File: src/rtl/math_log2_pipe.sv
// rtl/math_log2_pipe.sv - pipelined fixed-point log2 (priority encode + mantissa squaring) with valid/ready
// Optional build macro MATH_LOG2_ROUND_EN: one extra fraction bit plus a half-up rounding stage.
module math_log2_pipe #(
    parameter int  DIN_WIDTH  = 64,
    parameter int  FRAC_WIDTH = 4,
    parameter int  MANT_WIDTH = 16,
    localparam int INT_WIDTH  = $clog2(DIN_WIDTH)
) (
    input  logic                            clk,
    input  logic                            rstn,
    input  logic                            din_valid,
    output logic                            din_ready,
    input  logic [DIN_WIDTH-1:0]            din,
    output logic                            dout_valid,
    input  logic                            dout_ready,
    output logic [INT_WIDTH+FRAC_WIDTH-1:0] dout,
    output logic                            dout_zero
);

    localparam int OUT_W = INT_WIDTH + FRAC_WIDTH;
`ifdef MATH_LOG2_ROUND_EN
    localparam int NBITS = FRAC_WIDTH + 1;
`else
    localparam int NBITS = FRAC_WIDTH;
`endif

    logic w_adv;
    assign w_adv     = !(dout_valid && !dout_ready);
    assign din_ready = w_adv;

    // Stage E: priority encode
    logic [INT_WIDTH-1:0] w_msb;
    always_comb begin
        w_msb = '0;
        for (int i = 0; i < DIN_WIDTH; i++) begin
            if (din[i]) w_msb = INT_WIDTH'(i);
        end
    end

    logic                 r_e_valid, r_e_zero;
    logic [DIN_WIDTH-1:0] r_e_din;
    logic [INT_WIDTH-1:0] r_e_msb;

    always_ff @(posedge clk or negedge rstn) begin
        if (!rstn) begin
            r_e_valid <= 1'b0;
            r_e_din   <= '0;
            r_e_msb   <= '0;
            r_e_zero  <= 1'b0;
        end else if (w_adv) begin
            r_e_valid <= din_valid;
            if (din_valid) begin
                r_e_din  <= din;
                r_e_msb  <= w_msb;
                r_e_zero <= (din == '0);
            end
        end
    end

    // Stage N: normalise so the leading one lands on the mantissa MSB
    logic [INT_WIDTH-1:0]  w_shamt;
    logic [DIN_WIDTH-1:0]  w_shift;
    logic [MANT_WIDTH-1:0] w_mant;

    assign w_shamt = INT_WIDTH'(DIN_WIDTH - 1) - r_e_msb;
    assign w_shift = r_e_din << w_shamt;

    generate
        if (DIN_WIDTH >= MANT_WIDTH) begin : g_mant_trunc
            assign w_mant = MANT_WIDTH'(w_shift >> (DIN_WIDTH - MANT_WIDTH));
        end else begin : g_mant_pad
            assign w_mant = {w_shift, {(MANT_WIDTH - DIN_WIDTH){1'b0}}};
        end
    endgenerate

    logic                  r_n_valid, r_n_zero;
    logic [INT_WIDTH-1:0]  r_n_msb;
    logic [MANT_WIDTH-1:0] r_n_m;

    always_ff @(posedge clk or negedge rstn) begin
        if (!rstn) begin
            r_n_valid <= 1'b0;
            r_n_zero  <= 1'b0;
            r_n_msb   <= '0;
            r_n_m     <= '0;
        end else if (w_adv) begin
            r_n_valid <= r_e_valid;
            r_n_zero  <= r_e_zero;
            r_n_msb   <= r_e_msb;
            r_n_m     <= w_mant;
        end
    end

    // Stages F: each squares m; an overflow past 2 yields a 1 bit and halves m
    logic [NBITS-1:0]        r_f_valid, r_f_zero;
    logic [INT_WIDTH-1:0]    r_f_msb  [NBITS];
    logic [MANT_WIDTH-1:0]   r_f_m    [NBITS];
    logic [NBITS-1:0]        r_f_bits [NBITS];

    logic [NBITS-1:0]        w_src_valid, w_src_zero, w_bit;
    logic [INT_WIDTH-1:0]    w_src_msb   [NBITS];
    logic [MANT_WIDTH-1:0]   w_src_m     [NBITS];
    logic [MANT_WIDTH-1:0]   w_m_next    [NBITS];
    logic [NBITS-1:0]        w_src_bits  [NBITS];
    logic [NBITS-1:0]        w_bits_next [NBITS];
    logic [2*MANT_WIDTH-1:0] w_p         [NBITS];

    always_comb begin
        w_src_valid    = '0;
        w_src_zero     = '0;
        w_bit          = '0;
        w_src_valid[0] = r_n_valid;
        w_src_zero[0]  = r_n_zero;
        w_src_msb[0]   = r_n_msb;
        w_src_m[0]     = r_n_m;
        w_src_bits[0]  = '0;
        for (int s = 1; s < NBITS; s++) begin
            w_src_valid[s] = r_f_valid[s-1];
            w_src_zero[s]  = r_f_zero[s-1];
            w_src_msb[s]   = r_f_msb[s-1];
            w_src_m[s]     = r_f_m[s-1];
            w_src_bits[s]  = r_f_bits[s-1];
        end
        for (int s = 0; s < NBITS; s++) begin
            w_p[s]         = {{MANT_WIDTH{1'b0}}, w_src_m[s]} * {{MANT_WIDTH{1'b0}}, w_src_m[s]};
            w_bit[s]       = w_p[s][2*MANT_WIDTH-1];
            w_m_next[s]    = w_bit[s] ? MANT_WIDTH'(w_p[s] >> MANT_WIDTH)
                                      : MANT_WIDTH'(w_p[s] >> (MANT_WIDTH - 1));
            w_bits_next[s] = w_src_bits[s];
            w_bits_next[s][NBITS-1-s] = w_bit[s];
        end
    end

    always_ff @(posedge clk or negedge rstn) begin
        if (!rstn) begin
            r_f_valid <= '0;
            r_f_zero  <= '0;
            for (int s = 0; s < NBITS; s++) begin
                r_f_msb[s]  <= '0;
                r_f_m[s]    <= '0;
                r_f_bits[s] <= '0;
            end
        end else if (w_adv) begin
            r_f_valid <= w_src_valid;
            r_f_zero  <= w_src_zero;
            for (int s = 0; s < NBITS; s++) begin
                r_f_msb[s]  <= w_src_msb[s];
                r_f_m[s]    <= w_m_next[s];
                r_f_bits[s] <= w_bits_next[s];
            end
        end
    end

    logic             w_res_valid, w_res_zero;
    logic [OUT_W-1:0] w_res;

`ifdef MATH_LOG2_ROUND_EN
    // Half-up on the extra bit; carry may ripple into int, full overflow saturates
    logic [OUT_W:0]   w_sum;
    logic             r_r_valid, r_r_zero;
    logic [OUT_W-1:0] r_r_res;

    assign w_sum = {1'b0, r_f_msb[NBITS-1], r_f_bits[NBITS-1][NBITS-1:1]}
                 + {{OUT_W{1'b0}}, r_f_bits[NBITS-1][0]};

    always_ff @(posedge clk or negedge rstn) begin
        if (!rstn) begin
            r_r_valid <= 1'b0;
            r_r_zero  <= 1'b0;
            r_r_res   <= '0;
        end else if (w_adv) begin
            r_r_valid <= r_f_valid[NBITS-1];
            r_r_zero  <= r_f_zero[NBITS-1];
            r_r_res   <= w_sum[OUT_W] ? {OUT_W{1'b1}} : w_sum[OUT_W-1:0];
        end
    end

    assign w_res_valid = r_r_valid;
    assign w_res_zero  = r_r_zero;
    assign w_res       = r_r_res;
`else
    assign w_res_valid = r_f_valid[NBITS-1];
    assign w_res_zero  = r_f_zero[NBITS-1];
    assign w_res       = {r_f_msb[NBITS-1], r_f_bits[NBITS-1]};
`endif

    logic             r_o_valid, r_o_zero;
    logic [OUT_W-1:0] r_o_dout;

    always_ff @(posedge clk or negedge rstn) begin
        if (!rstn) begin
            r_o_valid <= 1'b0;
            r_o_zero  <= 1'b0;
            r_o_dout  <= '0;
        end else if (w_adv) begin
            r_o_valid <= w_res_valid;
            r_o_zero  <= w_res_zero;
            r_o_dout  <= w_res_zero ? '0 : w_res;
        end
    end

    assign dout_valid = r_o_valid;
    assign dout_zero  = r_o_zero;
    assign dout       = r_o_dout;

endmodule

File: config.mk
export PLATFORM = sky130hd
export DESIGN_NAME = math_log2_pipe
export DESIGN_NICKNAME = d
export VERILOG_FILES = /design/src/rtl/math_log2_pipe.sv
export SDC_FILE = /design/constraint.sdc
export NUM_CORES = 2
export LEC_CHECK = 0
export CAP_MARGIN = 20
export CORE_UTILIZATION = 38
export DETAILED_ROUTE_END_ITERATION = 10
export DONT_BUFFER_PORTS = 1
export GPL_TIMING_DRIVEN = 0
export HOLD_SLACK_MARGIN = 0.06
export PLACE_DENSITY = 0.58
export SLEW_MARGIN = 20
export SYNTH_ARGS = -nofsm -noshare
export SYNTH_HDL_FRONTEND = slang
export SYNTH_SLANG_ARGS = --single-unit
File: constraint.sdc
create_clock -name clk -period 21.1 [get_ports clk]
set_input_delay 1.055 -clock clk [delete_from_list [all_inputs] [get_ports clk]]
set_output_delay 1.055 -clock clk [all_outputs]
set_load 0.02 [all_outputs]
# Yosys cells after proc, flatten, opt, wreduce, memory -nomap -nowiden
# Cells that the tools add are included.
# totals
reg_bits	198
input_bits	68
out_inout_bits	13
# classes
add_sub_neg	1
mul	4
shift	1
muxes	67
bitwise_logic	1
n_reduce_logical	5
# ops
cell	count
6-bit 2-to-1 mux	49
16-bit by 16-bit multiplier with 32-bit output	4
64-bit logical NOT	1
64-bit by 6-bit << shifter with 64-bit output	1
16-bit 2-to-1 mux	3
4-bit 2-to-1 mux	7
3-bit 2-to-1 mux	4
10-bit 2-to-1 mux	1
6-bit subtractor (first input constant)	1
2-bit 2-to-1 mux	2
1-bit logical NOT	2
2-bit AND reduction	1
1-bit logical AND	1
1-bit 2-to-1 mux	1
1-bit NOT	1

# Depth between registers and ports, before layout
# logic_depth
depth_word	63
depth_mapped	29
ltp_nobuf	26

# Worst setup path before layout
# OpenSTA, ideal clock, no wires.
# synth_path
path_kind	reg2reg
startpoint	register r_n_m[3]
endpoint	register r_f_m[57] in the netlist's numbering
arrival_time_ns	6.794
required_ns	20.974
slack_ns	14.180
stages_incl_launch_ff	26
path_cell_list	dfrtp_1 -> clkbuf_1 -> nand2_1 -> inv_1 -> fa_1 -> inv_1 -> fa_1 -> inv_1 -> fa_1 -> inv_1 -> fa_1 -> inv_1 -> fa_1 -> inv_1 -> fa_1 -> inv_1 -> ha_1 -> or4_4 -> a2111oi_4 -> o211ai_4 -> a2111oi_4 -> a21oi_2 -> a2111o_1 -> o211a_2 -> and3_1 -> a221o_1
# synth_between
elab_chain_cells	2
# synth_rtl
item	line	rtl
start, declared	78	logic [MANT_WIDTH-1:0] r_n_m;
start signal, assigned	90	r_n_m <= w_mant;
16-bit by 16-bit multiplier with 32-bit output	125	w_p[s] = {{MANT_WIDTH{1'b0}}, w_src_m[s]} * {{MANT_WIDTH{1'b0}}, w_src_m[s]};
16-bit 2-to-1 mux	127	w_m_next[s] = w_bit[s] ? MANT_WIDTH'(w_p[s] >> MANT_WIDTH)
end signal, assigned by index	148	r_f_m[s] <= w_m_next[s];
end, declared	97	logic [MANT_WIDTH-1:0] r_f_m [NBITS];
# No other way between the ends.
# A chain may end at the register's enable or synchronous reset.

# Worst setup path after layout
# layout_path
startpoint	register r_f_m[49] in the netlist's numbering
endpoint	register r_f_m[36] in the netlist's numbering
# layout_between
elab_chain_cells	2
# layout_rtl
item	line
16-bit by 16-bit multiplier with 32-bit output	125
16-bit 2-to-1 mux	127
# No other way between the ends.

==> results.py <==
metrics = {
    "clocking": {
        "cts-resized-gates": 0,
        "cts_buffers": 17,
        "clock-sinks": 198,
        "cts_setup_buffers": 0,
        "cts_tree": "built",
        "max-clock-path-buffers": 2,
        "root_buffer": "clkbuf_16",
        "clk_transition_reported_paths_ns": 0.08,
        "cts_htree_levels": 4,
        "clk_latency_ns": 0.50,
        "hold_buffers": 0,
    },
    "timing": {
        "fin_crit_sh": 0.396,
        "worstMarginPinSlew_ns": 1.09,
        "tns_ns": 0,
        "holdWs_ns": 0.267,
        "max_slew_margin": 0.274,
        "period_needed_ns": 8.36,
        "clock.fmax_mhz": 120,
        "setup_viol": 0,
        "finClkSkew_ns": 0.0193,
        "hold_viol_final": 0,
        "drv_slew": 0,
        "rsz0062_at_grt": "false",
    },
    "worst_setup_path": {
        "regToRegSetupSlack_ns": 12.74,
        "arrival_ns": 8.70,
        "cp_max_fo": 10,
        "critPathSlowestCell": "a221oi_1",
        "cp.required_ns": 21.44,
        "crit_path_start_kind": "register",
        "cp_common_cell": "fa_1",
        "crit_type": "register to register",
        "cp-end-kind": "register",
        "reg2regPathDepth": 26,
        "rr_endpoint": "r_f_m[36]$_DFFE_PN0N_",
        "reg2reg_from": "r_f_m[49]$_DFFE_PN0N_",
        "critPathMaxStageDelay_ns": 0.67,
    },
    "hold_path": {
        "min_path_type": "primary input to async pin",
    },
    "layout": {
        "layout.cells.non_filler": 5552,
        "synthToLayoutAreaGrowth_pct": 5.85,
        "layout.nets": 5365,
        "fillers": 9988,
        "n_antenna_cell": 0,
        "drive_gt1_frac": 0.0401,
    },
    "routing": {
        "first_pass_iters": 5,
        "drcViolationCount": 0,
        "ant_nets": 0,
        "num_vias": 27400,
        "wl_per_cell_um": 17.0,
        "drtIter0Drc": 1452,
        "avgViaCountPerCell": 4.93,
        "drt_wl_total_um": 94100,
    },
    "synthesis": {
        "syn_area_mm2": 0.0380,
        "async_reset_ff_frac": 1.00,
        "syn_avg_cell_area_um2": 8.97,
        "yosysTopAreaCell": "fa_1",
        "synth_area_leaders": "fa_1 (34%), dfrtp_1 (13%), ha_1 (13%)",
        "ys_ff_latch": 198,
        "syn-instance-count": 4233,
        "synth_mux_area_frac": 0.0479,
        "synth-simple-area-share": 0.137,
        "yosysMostFrequentCell": "inv_1",
        "synth_edf_count": 0,
        "synth_top_family_by_area": "adder cells",
        "synth.net_count": 5346,
        "yosysWarnings": 0,
        "yosysTopAreaCellShare": 0.344,
        "synthAdderAreaFrac": 0.473,
        "yosysSeqAreaShare": 0.131,
        "synthXorXnorAreaFrac": 0.0182,
        "synth.distinct_cells": 71,
        "synth_ff_type": "dfrtp_1",
        "synth-compound-area-share": 0.0805,
        "synth_commonest_cells": "inv_1 (967), fa_1 (652), nand2_1 (560)",
    },
    "floorplan": {
        "die_area_mm2": 0.101,
        "fp.coreArea_mm2": 0.0987,
        "num_rows": 115,
        "die_w_um": 318,
        "io_pins": 81,
        "die_y_um": 318,
        "start_util": 0.385,
    },
    "placement": {
        "port_buffers": 0,
        "dp_hpwl_um": 79900,
        "dpl.cell_count": 5520,
        "routabilityCongestion": 0.937,
    },
    "run": {
        "max_cap_viol_count": 0,
    },
    "grt": {
        "grt_max_degree": 199,
        "grt_pass1_vias": 29400,
        "antenna_found_initial": 2,
        "grt-ovfl-total": 0,
        "grt_use_total": 0.196,
        "grt_first_pass_wirelength_um": 157000,
    },
    "run_status": {
        "status": "completed",
    },
}
[stage by stage]
| step | instance area (um2) | util | worst slack, ns |
|---|---|---|---|
| detailed placement | 39600 | 0.401 | 12.75 |
| CTS | 40200 | 0.407 | 12.71 |
| global route | 40200 | 0.407 | 12.16 |
| floorplan | 38000 | - | 14.18 |
| global placement | 39600 | 0.401 | 12.84 |
| finish | 40200 | 0.407 | 12.74 |
[flip-flops by register name (all words and copies together) (netlist names)]
register / flops
r_e_din: 64
r_f_m: 48
r_f_msb: 24
r_n_m: 16
dout: 10
r_f_bits: 10
r_e_msb: 6
r_n_msb: 6
r_f_valid: 4
r_f_zero: 4
dout_valid: 1
dout_zero: 1
r_e_valid: 1
r_e_zero: 1
r_n_valid: 1
r_n_zero: 1
[area by class of cell]
type | count | area, um2 | share of cell area
flip-flops and latches | 198 | 4950 | 0.123
multi-input cells | 2897 | 28700 | 0.715
clock buffers | 17 | 425 | 0.0106
inverters | 970 | 3640 | 0.0906
plain buffers | 168 | 643 | 0.0160
well taps | 1287 | 1610 | 0.0401
clock inverters | 15 | 183 | 0.00455
[cell families (layout without fill, tap and decap cells)]
logic type / Yosys count / after routing
AO/OA/AOI/OAI: 473 / 473
XOR/XNOR: 79 / 79
adder cells (fa/ha/maj): 1045 / 1045
buffers and inverters: 1138 / 1170
flip-flops: 198 / 198
multiplexers: 150 / 150
AND/OR/NAND/NOR: 1150 / 1150
[routing by layer]
metal / track usage / routed length [um] / up-vias / share of wire
met5: 0 / 17 / - / 0.00018
li1: - / - / 13100 / -
met3: 0.0296 / 4260 / 106 / 0.045
met4: 0.0486 / 2010 / 2 / 0.021
met1: 0.262 / 42600 / 13600 / 0.45
met2: 0.332 / 45200 / 520 / 0.48
[critical path, delay by kind of cell (launching register included)]
| kind | cells | cell delay, ns |
|---|---|---|
| AO/OA/AOI/OAI | 7 | 2.10 |
| multiplexers | 1 | 0.22 |
| adder cells (fa/ha/maj) | 7 | 3.30 |
| flip-flops | 1 | 0.33 |
| AND/OR/NAND/NOR | 4 | 0.51 |
| buffers and inverters | 7 | 1.73 |
[cells in the final DEF, fill, tap and decap left out, drive strengths merged, types with 10 or more instances in the layout]
master	instances
a211oi	25
a21o	28
a21oi	132
a31oi	18
and2	186
and3	13
buf	18
clkbuf	167
clkinv	10
dfrtp	198
fa	652
ha	393
inv	974
mux2	83
mux2i	50
mux4	17
nand2	560
nand2b	17
nand3	21
nand3b	11
nand4	13
nor2	227
nor2b	30
nor3	28
nor4	12
o211ai	41
o21a	14
o21ai	126
o31ai	11
or2	20
xnor2	47
xor2	32
[worst max path at each step]
stage	start	cells after the start	end	slack, ns
floorplan	r_n_m[3]$_DFFE_PN0N_	25	r_f_m[57]$_DFFE_PN0N_	14.18
global placement	r_f_m[49]$_DFFE_PN0N_	25	r_f_m[39]$_DFFE_PN0N_	12.84
detailed placement	r_f_m[49]$_DFFE_PN0N_	26	r_f_m[36]$_DFFE_PN0N_	12.75
CTS	r_f_m[49]$_DFFE_PN0N_	26	r_f_m[36]$_DFFE_PN0N_	12.71
global route	r_f_m[49]$_DFFE_PN0N_	29	r_f_m[36]$_DFFE_PN0N_	12.16
finish	r_f_m[49]$_DFFE_PN0N_	26	r_f_m[36]$_DFFE_PN0N_	12.74
Power is not shown: default switching activity piles up to over one toggle a cycle in this logic, so the estimate is an artifact.
